<file path="config.mk">
export PLATFORM = sky130hd
export DESIGN_NAME = generation_controller
export DESIGN_NICKNAME = d
export VERILOG_FILES = /design/src/rtl/generation_controller_pkg.sv /design/src/rtl/interval_timer.sv /design/src/rtl/generation_controller.sv
export SDC_FILE = /design/constraint.sdc
export NUM_CORES = 1
export LEC_CHECK = 0
export ABC_AREA = 1
export CAP_MARGIN = 10
export CELL_PAD_IN_SITES_DETAIL_PLACEMENT = 1
export CELL_PAD_IN_SITES_GLOBAL_PLACEMENT = 1
export CORE_MARGIN = 2
export CORE_UTILIZATION = 32
export CTS_CLUSTER_DIAMETER = 60
export CTS_CLUSTER_SIZE = 24
export DETAILED_ROUTE_END_ITERATION = 16
export GPL_TIMING_DRIVEN = 0
export PLACE_DENSITY_LB_ADDON = 0.25
export SYNTH_ARGS = -nofsm -noshare
export SYNTH_HDL_FRONTEND = slang
export SYNTH_SLANG_ARGS = --single-unit
</file>
<file path="constraint.sdc">
create_clock -name CLK -period 2.05 [get_ports CLK]
set_input_delay 0.41 -clock CLK [delete_from_list [all_inputs] [get_ports CLK]]
set_output_delay 0.41 -clock CLK [all_outputs]
set_load 0.02 [all_outputs]
</file>
<file path="src/rtl/generation_controller_pkg.sv">
// Shared types and reset values for the Conway grid generation sequencer.
package generation_controller_pkg;

  // Sequencer states: pattern load, single step, free-run wait and free-run update.
  typedef enum logic [2:0] {
    IDLE     = 3'd0,
    LOAD     = 3'd1,
    STEP_UPD = 3'd2,
    WAIT     = 3'd3,
    RUN_UPD  = 3'd4
  } gen_state_t;

  localparam gen_state_t STATE_RESET    = IDLE;
  localparam logic       GEN_DONE_RESET = 1'b0;

endpackage

</file>
<file path="src/rtl/interval_timer.sv">
// Down-counter that paces free-run generations; reloads on LOAD, holds at zero.
module interval_timer #(
  parameter int PERIOD_WIDTH = 16
) (
  input  logic                    CLK,
  input  logic                    RESET_N,
  input  logic                    LOAD,
  input  logic [PERIOD_WIDTH-1:0] LOAD_VALUE,
  output logic                    ZERO
);

  logic [PERIOD_WIDTH-1:0] cnt_q;
  logic [PERIOD_WIDTH-1:0] cnt_d;

  // Reload takes precedence; otherwise count down until zero and stay there.
  always_comb begin
    cnt_d = cnt_q;
    if (LOAD) begin
      cnt_d = LOAD_VALUE;
    end else if (cnt_q != '0) begin
      cnt_d = cnt_q - 1'b1;
    end
  end

  // Counter register.
  always_ff @(posedge CLK or negedge RESET_N) begin
    if (!RESET_N) begin
      cnt_q <= '0;
    end else begin
      cnt_q <= cnt_d;
    end
  end

  assign ZERO = (cnt_q == '0);

endmodule

</file>
<file path="src/rtl/generation_controller.sv">
// Sequencer driving WRITE_ENABLE / LOAD_RUN of the grid memory: pattern load,
// single-step and free-running generations with optional generation limit.
//
// Control inputs are levels sampled on every rising edge; there is no
// valid/ready handshake. A request is acted on only in IDLE (STOP only in
// WAIT/RUN_UPD); requests seen in other states are dropped, not queued.
// All outputs come from registers or from the state register alone.
module generation_controller
  import generation_controller_pkg::*;
#(
  parameter int PERIOD_WIDTH = 16,
  parameter int GEN_WIDTH    = 16
) (
  input  logic                    CLK,
  input  logic                    RESET_N,
  input  logic                    LOAD_REQ,
  input  logic                    START,
  input  logic                    STOP,
  input  logic                    STEP,
  input  logic [PERIOD_WIDTH-1:0] PERIOD,
  input  logic [GEN_WIDTH-1:0]    GEN_LIMIT,
  output logic                    WRITE_ENABLE,
  output logic                    LOAD_RUN,
  output logic                    RUNNING,
  output logic [GEN_WIDTH-1:0]    GEN_COUNT,
  output logic                    GEN_DONE,
  output gen_state_t              DBG_STATE
);

  gen_state_t           state_q;
  gen_state_t           state_d;
  logic [GEN_WIDTH-1:0] gen_count_q;
  logic [GEN_WIDTH-1:0] gen_count_d;
  logic [GEN_WIDTH-1:0] gen_count_inc;
  logic                 gen_done_q;
  logic                 gen_done_d;
  logic                 timer_load;
  logic                 timer_zero;

  interval_timer #(
    .PERIOD_WIDTH(PERIOD_WIDTH)
  ) u_interval_timer (
    .CLK       (CLK),
    .RESET_N   (RESET_N),
    .LOAD      (timer_load),
    .LOAD_VALUE(PERIOD),
    .ZERO      (timer_zero)
  );

  assign gen_count_inc = gen_count_q + 1'b1;

  // Next-state logic; the timer is reloaded on every entry to WAIT.
  always_comb begin
    state_d    = state_q;
    timer_load = 1'b0;
    case (state_q)
      IDLE: begin
        if (LOAD_REQ) begin
          state_d = LOAD;
        end else if (STEP) begin
          state_d = STEP_UPD;
        end else if (START) begin
          state_d    = WAIT;
          timer_load = 1'b1;
        end
      end
      LOAD:     state_d = IDLE;
      STEP_UPD: state_d = IDLE;
      WAIT: begin
        if (STOP) begin
          state_d = IDLE;
        end else if (timer_zero) begin
          state_d = RUN_UPD;
        end
      end
      RUN_UPD: begin
        // The write in this cycle always completes; only the follow-on is chosen.
        if (STOP || ((GEN_LIMIT != '0) && (gen_count_inc == GEN_LIMIT))) begin
          state_d = IDLE;
        end else begin
          state_d    = WAIT;
          timer_load = 1'b1;
        end
      end
      default: state_d = IDLE;
    endcase
  end

  // Generation counter: cleared by a pattern load, bumped by every grid-logic write.
  always_comb begin
    gen_count_d = gen_count_q;
    gen_done_d  = 1'b0;
    case (state_q)
      LOAD: gen_count_d = '0;
      STEP_UPD, RUN_UPD: begin
        gen_count_d = gen_count_inc;
        gen_done_d  = 1'b1;
      end
      default: gen_count_d = gen_count_q;
    endcase
  end

  // State, counter and completion-pulse registers.
  always_ff @(posedge CLK or negedge RESET_N) begin
    if (!RESET_N) begin
      state_q     <= STATE_RESET;
      gen_count_q <= '0;
      gen_done_q  <= GEN_DONE_RESET;
    end else begin
      state_q     <= state_d;
      gen_count_q <= gen_count_d;
      gen_done_q  <= gen_done_d;
    end
  end

  assign WRITE_ENABLE = (state_q == LOAD) || (state_q == STEP_UPD) || (state_q == RUN_UPD);
  assign LOAD_RUN     = (state_q == STEP_UPD) || (state_q == WAIT) || (state_q == RUN_UPD);
  assign RUNNING      = (state_q == WAIT) || (state_q == RUN_UPD);
  assign GEN_COUNT    = gen_count_q;
  assign GEN_DONE     = gen_done_q;
  assign DBG_STATE    = state_q;

endmodule

</file>
==> impl_metrics.yaml <==
synthesis:
  synth_top_area_share_pct: 33.1
  synth_edf_count: 0
  synth.top_cells.by_count: "nand2_1, inv_1, nand3_1"
  syn_area_per_cell_um2: 6.86
  synth.distinct_cells: 28
  yosys_warnings: 0
  seq_area_frac_synth_pct: 33.1
  synth.most_common_cell: "nand2_1"
  syn_nets: 437
  ys_top_cells_by_area: "dfrtp_1, nand2_1, nand3_1"
  synth_area_mm2: 0.00272
  ys_ff_latch: 36
  synth_top_cell_by_area: "dfrtp_1"
  async_flop_share_pct: 100
  synth_flop_cell: "dfrtp_1"
  synth_cells: 397
cts:
  cts_hold_buffers: 0
  cts_made_buffers: 5
  ctsLongestPathBuffers: 2
  cts_tree: "yes"
  clock_sinks: 36
  clk-insertion-delay-late_ps: 300
  clock_tree.root_cell: "clkbuf_8"
  htree_num_levels: 2
  path_clk_slew_ps: 80
finish:
  register_area_um2: 910
  stdcell_count: 588
  layout-drive-gt1-share_pct: 25.5
  multi_input_area_mm2: 0.00181
  syn_to_final_growth_pct: 44.1
  fin_nets: 522
  nFillCells: 1051
  diodes: 0
setup_path:
  arrival_ps: 2370
  start_kind: "flop"
  worstPathRequired_ps: 2250
  startpoint: "GEN_COUNT[0]"
  r2r_slack_ps: -120
  cp-end-kind: "flop"
  r2r_start: "GEN_COUNT[0]"
  crit_fanout: 10
  worstSetupPathType: "flop to flop"
timing:
  slew_headroom_pct: 41.8
  worstMarginPinSlew_ps: 873
  fmaxAchievable_mhz: 460
  whs_ps: 218
  finalHoldViolations: 0
  fin_worst_skew_ps: 13.2
  rsz0062_at_grt: "true"
  setup_violations: 18
  layout_setup_ws_ps: -122
  post-route-period-util_pct: 106
  period_needed_ps: 2170
  drv_slew: 0
die:
  die_w_um: 96.2
  core_mm2: 0.00822
  io_pins: 61
  row_count: 33
  die-area_mm2: 0.00926
  die_h_um: 96.2
  initial_utilization_pct: 33.1
run:
  maxCapViolations: 0
detailed_routing:
  drc: 0
  drt_wl_total_um: 8940
  wire_per_inst_um: 15.2
  firstDrtPassIters: 4
  vias_per_cell: 5.01
  vias: 2948
  drtAntennaViolNets: 0
  drt_iter0_drc: 94
grt:
  grt_pass1_wl_um: 14300
  grt.busiest_layer: "met2"
  track_usage_pct: 19.9
  grt.overflow.total: 0
  grt_pass1_vias: 3067
  met1_usage_pct: 23.2
  gr-usage-met3_pct: 3.52
  grt.met2_usage_pct: 36.7
  antenna_found_initial: 0
  grt_max_degree: 37
placed_design:
  gp_congestion: 0.820
  placed_cells: 562
  io_buffers: 60
  place_ws_ps: -842
  hpwl_um: 6490
min_path:
  hold_class: "input port to async pin"
power_and_ir_drop:
  power_frac_comb_pct: 53.7
  switching_share_pct: 43.9
  ir_drop_v: 0.000476
  leakage_nw: 1.75
  intPower_mw: 2.05
  seqPwrFrac_pct: 32.0
  clock_power_share_pct: 14.3
  finalPower_mw: 3.65
  p_per_area_mw_per_mm2: 932
  power.switching_mw: 1.60
run_status:
  status: "finished, violations left"
  violations: "negative setup slack"
## power by group through the flow
stage                     registers, mW  clock network, mW  logic (mW)
after floorplan                    1.16                  0       0.987
after global placement             1.14                  0        1.49
after detailed placement           1.15                  0        1.54
after CTS                          1.14              0.541        1.69
after global routing               1.20              0.564        2.19
final                              1.17              0.522        1.96
## state kept, by name (all words and copies together) (netlist names)
name and count:
u_interval_timer.cnt_q 16, GEN_COUNT 16, DBG_STATE 3, GEN_DONE 1
## layer usage
metal  part of all wire [%]  up-vias  wire (um)
met5                      0        -          0
met4                    2.2        0        194
met3                    3.3       16        295
met2                     53       58       4770
met1                     41     1430       3670
li1                       -     1444          -
## metrics by stage
stage | utilization (%) | cell area (um^2) | TNS (ps)
5_1_grt | 47.7 | 3920 | -4080
6_report | 47.7 | 3920 | -1710
3_5_place_dp | 42.0 | 3450 | -7020
4_1_cts | 45.5 | 3740 | -1800
2_1_floorplan | - | 2730 | 0
3_3_place_gp | 42.1 | 3460 | -20660
## logic make-up (layout without fill, tap and decap cells)
family / count (synthesis) / in the layout / synth area share, %
buffers and inverters: 57 / 143 / 8.69
xor gates and xnor gates: 18 / 18 / 6.85
and+or+nand+nor: 247 / 247 / 41.1
adders and majority gates: 2 / 2 / 0.919
AOI/OAI and AO/OA: 37 / 37 / 9.33
DFF: 36 / 36 / 33.1
## layout make-up
class	count	share of cell area, %
buffer	5	1.40
clock buffer	7	1.95
clock inverter	1	0.128
inverter	51	4.88
multi-input combinational	304	46.0
sequential	36	23.2
tap	105	3.35
timing repair buffer	79	19.1
## repair_timing
item | in CTS | in global routing
endpoints found under the setup margin | 29 | 21
buffers inserted | 8 | 11
gates resized for setup | 51 | 29
pin swaps | 4 | 14
hold endpoints to repair | 0 | 0
## worst paths after layout
kind                                                  end  depth (start not counted)
worst max-delay path            u_interval_timer.cnt_q[7]                         15
worst min-delay path                         GEN_COUNT[4]                          1
worst max register to register  u_interval_timer.cnt_q[7]                         15
worst min register to register  u_interval_timer.cnt_q[1]                          2
max in group asynchronous                    GEN_COUNT[5]                          1
min in group CLK                u_interval_timer.cnt_q[1]                          2
## worst max-delay path, stage by stage, from the launching register on
cell	delay, ps
dfrtp_2	400
ha_4	160
nand3_2	90
o21ai_0	220
nand2_1	100
nand2_1	80
nand2_1	50
nor2_1	110
nand2_1	80
nor2_2	140
nand3_2	140
nand2_4	110
nand2_4	80
buf_12	160
nand2_2	80
o21ai_2	60
## cells in the final DEF, fill, tap and decap left out, drive strengths merged
cell type,instances
dlygate4sd2,2
nand4,9
or2,1
nand3b,4
inv,51
or3,1
dfrtp,36
xor3,1
nor3,5
nand3,47
o211ai,1
nand2,130
clkdlybuf4s50,56
nor2,50
o22ai,8
clkinv,1
buf,24
clkbuf,9
xnor3,1
xor2,13
xnor2,3
ha,2
a21oi,3
o21ai,25
(Power assumes the default switching activity.)
